--- src/rtl/timer_pkg.sv ---
// rtl/timer_pkg.sv - shared types for the countdown timer
//
// Purpose: state encoding for the countdown_timer FSM.
// Ports:   none (package).
package timer_pkg;

  // IDLE: stopped, count may be loaded.
  // RUN:  counting down on prescaled ticks.
  // HOLD: paused, count and prescaler frozen.
  typedef enum logic [1:0] {
    IDLE = 2'd0,
    RUN  = 2'd1,
    HOLD = 2'd2
  } timer_state_e;

endpackage

--- src/rtl/countdown_timer_tick_gen.sv ---
// rtl/countdown_timer_tick_gen.sv - prescaler that emits a tick every prescale+1 cycles
//
// Purpose: free-running prescale counter with compare against a live
//          prescale value; used by countdown_timer to pace decrements.
// Ports:
//   clk       in  clock, rising edge
//   clr       in  asynchronous active-high reset
//   clear     in  force prescaler to zero next cycle (wins over hold)
//   hold      in  freeze prescaler, suppress tick
//   prescale  in  compare value; tick when prescaler equals it
//   tick      out one-cycle tick (combinational from prescaler state)
module tick_gen #(
  parameter int PRESCALE_W = 4
) (
  input  logic                  clk,
  input  logic                  clr,
  input  logic                  clear,
  input  logic                  hold,
  input  logic [PRESCALE_W-1:0] prescale,
  output logic                  tick
);

  localparam logic [PRESCALE_W-1:0] ONE = PRESCALE_W'(1);

  logic [PRESCALE_W-1:0] presc_q;
  logic [PRESCALE_W-1:0] presc_d;

  // The compare is an equality, so if prescale drops below the current
  // prescaler value the counter simply wraps through 2^PRESCALE_W before
  // it matches again.
  always_comb begin
    tick    = 1'b0;
    presc_d = presc_q;
    if (clear) begin
      presc_d = '0;
    end else if (!hold) begin
      if (presc_q == prescale) begin
        tick    = 1'b1;
        presc_d = '0;
      end else begin
        presc_d = presc_q + ONE;
      end
    end
  end

  always_ff @(posedge clk or posedge clr) begin
    if (clr) begin
      presc_q <= '0;
    end else begin
      presc_q <= presc_d;
    end
  end

endmodule

--- src/rtl/countdown_timer.sv ---
// rtl/countdown_timer.sv - programmable one-shot / periodic down-counting timer
//
// Purpose: counts a loaded value down to zero on prescaled ticks and pulses
//          done on expiry; optionally reloads for periodic operation.
// Ports:
//   clk        in  clock, rising edge
//   clr        in  asynchronous active-high reset
//   load       in  capture load_val into reload (and count when not running)
//   load_val   in  value captured on load
//   prescale   in  tick every prescale+1 running cycles
//   periodic   in  1: auto-reload on expiry, 0: one-shot
//   start      in  IDLE->RUN (count must be nonzero) or HOLD->RUN
//   stop       in  RUN->HOLD or HOLD->IDLE; has priority over start
//   count      out current count (registered)
//   busy       out high while running (registered)
//   done       out one-cycle expiry pulse (registered)
module countdown_timer
  import timer_pkg::*;
#(
  parameter int WIDTH      = 4,
  parameter int PRESCALE_W = 4
) (
  input  logic                  clk,
  input  logic                  clr,
  input  logic                  load,
  input  logic [WIDTH-1:0]      load_val,
  input  logic [PRESCALE_W-1:0] prescale,
  input  logic                  periodic,
  input  logic                  start,
  input  logic                  stop,
  output logic [WIDTH-1:0]      count,
  output logic                  busy,
  output logic                  done
);

  localparam logic [WIDTH-1:0] ONE = WIDTH'(1);

  timer_state_e     state_q, state_d;
  logic [WIDTH-1:0] count_q, count_d;
  logic [WIDTH-1:0] reload_q, reload_d;
  logic             busy_q, busy_d;
  logic             done_q, done_d;
  logic             tick;

  // Prescaler sits at zero while IDLE so every start from IDLE begins a
  // fresh prescale period; in HOLD (or on a stop cycle) it is frozen.
  tick_gen #(
    .PRESCALE_W(PRESCALE_W)
  ) u_tick_gen (
    .clk      (clk),
    .clr      (clr),
    .clear    (state_q == IDLE),
    .hold     ((state_q != RUN) || stop),
    .prescale (prescale),
    .tick     (tick)
  );

  always_comb begin
    state_d  = state_q;
    count_d  = count_q;
    reload_d = reload_q;
    done_d   = 1'b0;

    // Loading while running only retargets the next reload.
    if (load) begin
      reload_d = load_val;
      if (state_q != RUN) begin
        count_d = load_val;
      end
    end

    unique case (state_q)
      IDLE: begin
        // Start is judged against the pre-load count.
        if (start && (count_q != '0)) begin
          state_d = RUN;
        end
      end
      RUN: begin
        if (stop) begin
          state_d = HOLD;
        end else if (tick) begin
          if (count_q > ONE) begin
            count_d = count_q - ONE;
          end else begin
            done_d = 1'b1;
            if (periodic && (reload_q != '0)) begin
              count_d = reload_q;
            end else begin
              count_d = '0;
              state_d = IDLE;
            end
          end
        end
      end
      HOLD: begin
        if (stop) begin
          state_d = IDLE;
        end else if (start) begin
          state_d = RUN;
        end
      end
      default: begin
        state_d = IDLE;
      end
    endcase

    busy_d = (state_d == RUN);
  end

  always_ff @(posedge clk or posedge clr) begin
    if (clr) begin
      state_q  <= IDLE;
      count_q  <= '0;
      reload_q <= '0;
      busy_q   <= 1'b0;
      done_q   <= 1'b0;
    end else begin
      state_q  <= state_d;
      count_q  <= count_d;
      reload_q <= reload_d;
      busy_q   <= busy_d;
      done_q   <= done_d;
    end
  end

  assign count = count_q;
  assign busy  = busy_q;
  assign done  = done_q;

endmodule

--- config.mk ---
export PLATFORM = sky130hd
export DESIGN_NAME = countdown_timer
export DESIGN_NICKNAME = d
export VERILOG_FILES = /design/src/rtl/timer_pkg.sv /design/src/rtl/countdown_timer_tick_gen.sv /design/src/rtl/countdown_timer.sv
export SDC_FILE = /design/constraint.sdc
export NUM_CORES = 1
export LEC_CHECK = 0
export CORE_AREA = 5 5 59 56
export DETAILED_ROUTE_END_ITERATION = 8
export DIE_AREA = 0 0 64 61
export HOLD_SLACK_MARGIN = 0.08
export PLACE_DENSITY = 0.63
export SYNTH_ARGS = -nofsm -noshare
export SYNTH_HDL_FRONTEND = slang
export SYNTH_HIERARCHICAL = 1
export SYNTH_SLANG_ARGS = --single-unit
--- constraint.sdc ---
create_clock -name clk -period 5.7 [get_ports clk]
set_input_delay 1.71 -clock clk [delete_from_list [all_inputs] [get_ports clk]]
set_output_delay 1.71 -clock clk [all_outputs]
set_load 0.01 [all_outputs]
==> impl_metrics.yaml <==
synthesis:
  yosysTopAreaCellShare_pct: 40.3
  ys_seq_area_share_pct: 40.3
  synth.net_count: 110
  netlist_instances: 92
  synth_cell_types: 31
  yosysWarnings: 6
  synth_top_area_cell: "dfrtp_1"
  synth.area.top_cells: "dfrtp_1 40%, mux2_2 6.8%, mux2i_1 6.0%"
  synth_seq_cells: 16
  synthesis.area_um2: 995
  avgSynthCellArea_um2: 10.8
hold_path:
  hold_class: "flop to flop"
  hp-start: "reload_q[0]"
drt:
  via_per_inst: 5.29
  first_iter_violations: 16
  drcViolationCount: 0
  ant_nets: 0
  drt-total-wl_um: 2080
  num_vias: 756
  first_pass_iters: 4
  wl_per_cell_um: 14.5
setup_path:
  rr_startpoint: "u_tick_gen/presc_q[1]"
  path_cells: "clkdlybuf4s50_1 -> xor2_2 -> nor4_4 -> nor3b_2 -> nand2_4 -> nor4_2 -> a311o_1"
  critPathArrivalTime_ns: 3.75
  crit_required_ns: 5.92
  cp_max_fo: 5
  critPathSlowestCell: "clkdlybuf4s50_1"
  crit_path_start: "prescale[1]"
  max_stage_delay_ns: 0.45
  worstSetupPathType: "primary input to flop"
  end_kind: "flop"
  crit_path_start_kind: "primary input"
flow_run:
  cap_violations: 0
clock_tree:
  cts_tree: "yes"
  clock_latency_ns: 0.28
  cts_setup_buffers: 0
  cts_made_buffers: 3
  hold_buffers: 0
  htreeDepth: 1
  ctsResizeCount: 0
  path_clk_slew_ns: 0.09
  clock_sinks: 16
  root_buffer: "clkbuf_4"
  cts_buffer_depth: 2
die:
  initial_core_util_pct: 37.7
  rows: 18
  die_y_um: 61
  dieArea_mm2: 0.00390
  die_x_um: 64
  pin_count: 20
  core_region_area_mm2: 0.00264
timing:
  fmax_ghz: 0.283
  fin_worst_skew_ns: 0.00495
  drv_slew: 0
  final.min_clock_period_ns: 3.53
  fin_crit_sh_pct: 61.9
  setup_viol: 0
  finalHoldViolCount: 0
  tns_ns: 0
  slew_headroom_pct: 59.7
  tightest_slew_ns: 0.599
  rsz0062_at_grt: "no"
final_layout:
  antenna_cells: 0
  area_delta_synth_final_pct: 24.8
  nets: 133
  drive_gt1_share_pct: 15.9
  fin_cells: 143
global_route:
  grt_max_degree: 13
  grt_use_total_pct: 11.5
  antenna_found_initial: 0
  grt-ovfl-total: 0
  grt_pass1_vias: 802
  grt_pass1_wl_um: 3570
power:
  power.density_mw_per_mm2: 374
  switching_power_uw: 185
  clkPwrFrac_pct: 12.5
  p_seq_share_pct: 40.3
  ir_worst_vdd_v: 0.000178
  combinationalPowerShare_pct: 47.2
  cellLeakagePower_nw: 0.558
  p_int_uw: 278
  swShare_pct: 40.0
placed_design:
  dpl.cell_count: 140
  dp_hpwl_um: 1650
  routabilityCongestion: 0.830
  io_buffers: 19
outcome:
  status: "completed"
worst paths after layout:
check / end / slack [ns] / cells past startpoint
setup / recovery: count[2] / 2.17 / 7
hold / removal: reload_q[0] / 0.56 / 1
setup reg to reg: count[2] / 3.61 / 6
hold reg to reg: reload_q[0] / 0.56 / 1
max in group asynchronous: state_q[1] / 3.64 / 2
min in group asynchronous: u_tick_gen/presc_q[3] / 1.63 / 2
routing by layer:
metal  GRT usage, %  wire length [um]
met5              0                 0
met4           1.78                18
met3           3.89               120
met2           19.4               952
met1           14.8               984
cells by family (layout without fill, tap and decap cells):
logic type               after synthesis  count (layout)  share of synthesized area [%]
AND/OR/NAND/NOR                       30              30                           21.1
buffers and inverters                 11              32                           4.15
flip-flops                            16              16                           40.3
multiplexers                          12              12                           12.8
adder cells (fa/ha/maj)                4               4                           5.03
AO/OA/AOI/OAI                         15              15                           12.3
XOR/XNOR                               4               4                           4.28
placed cells by master (no fill, tap or decap), types with 2 or more instances in the layout:
cell,netlist,layout
xor2_1,3,3
inv_1,10,10
a32o_1,2,2
nand3b_1,2,2
ha_1,4,4
mux2_2,6,6
nand3_1,5,5
a2111oi_2,2,2
dfrtp_1,16,16
clkdlybuf4s50_1,0,19
and3_1,3,3
nand2_1,4,4
o21ai_0,2,2
nor3_1,3,3
o41ai_1,2,2
a21oi_1,4,4
nor2_1,4,4
mux2i_1,6,6
clkbuf_4,0,3
stage by stage:
step	hold WS, ns	power [mW]	utilization (%)	instance area (um^2)	worst slack (ns)
5_1_grt	0.591	0.503	47.1	1240	2.07
2_1_floorplan	0.504	0.324	-	995	2.53
6_report	0.556	0.464	47.1	1240	2.17
4_1_cts	0.565	0.470	47.1	1240	2.16
3_5_place_dp	0.543	0.408	46.2	1220	1.87
3_3_place_gp	0.533	0.403	46.2	1220	1.95
synthesized netlist by cell type:
library cell,n
nand3b_1,2
dfrtp_1,16
nand3_1,5
or3_2,1
a311o_1,1
o21ai_0,2
nor4b_1,1
mux2_2,6
mux2i_1,6
or2b_1,1
nand2_4,1
a21oi_1,4
clkbuf_1,1
xor2_1,3
nand2b_1,1
a2111oi_2,2
inv_1,10
nor2_1,4
a32oi_1,1
nor4_4,1
nand2_1,4
xor2_2,1
nor3b_2,1
ha_1,4
nor4_2,1
and3_1,3
nor3b_4,1
a31oi_1,1
a32o_1,2
nor3_1,3
o41ai_1,2
power groups by stage:
| stage | clock [mW] | combinational (mW) | sequential, mW |
|---|---|---|---|
| 2_1_floorplan | 0 | 0.139 | 0.185 |
| 3_3_place_gp | 0 | 0.216 | 0.187 |
| 3_5_place_dp | 0 | 0.220 | 0.188 |
| 4_1_cts | 0.0619 | 0.222 | 0.187 |
| 5_1_grt | 0.0685 | 0.242 | 0.192 |
| 6_report | 0.0581 | 0.219 | 0.187 |
flip-flops by register name, summed over array words and instances (netlist names):
name,count
done,1
busy,1
state_q,2
count,4
reload_q,4
u_tick_gen/presc_q,4
critical path, delay by kind of cell:
kind / cells / cell delay (ns)
compound gates: 1 / 0.17
simple gates: 4 / 1.22
xor+xnor: 1 / 0.20
buf+inv: 1 / 0.45
final cells by class:
class | instances | area (um^2)
fillers | 253 | 1390
multi-input cells | 65 | 553
flip-flops and latches | 16 | 400
repair buffers | 19 | 190
inverters | 10 | 37.5
well taps | 30 | 37.5
clock buffers | 3 | 22.5
No activity file was read; power rests on OpenSTA's default activity.
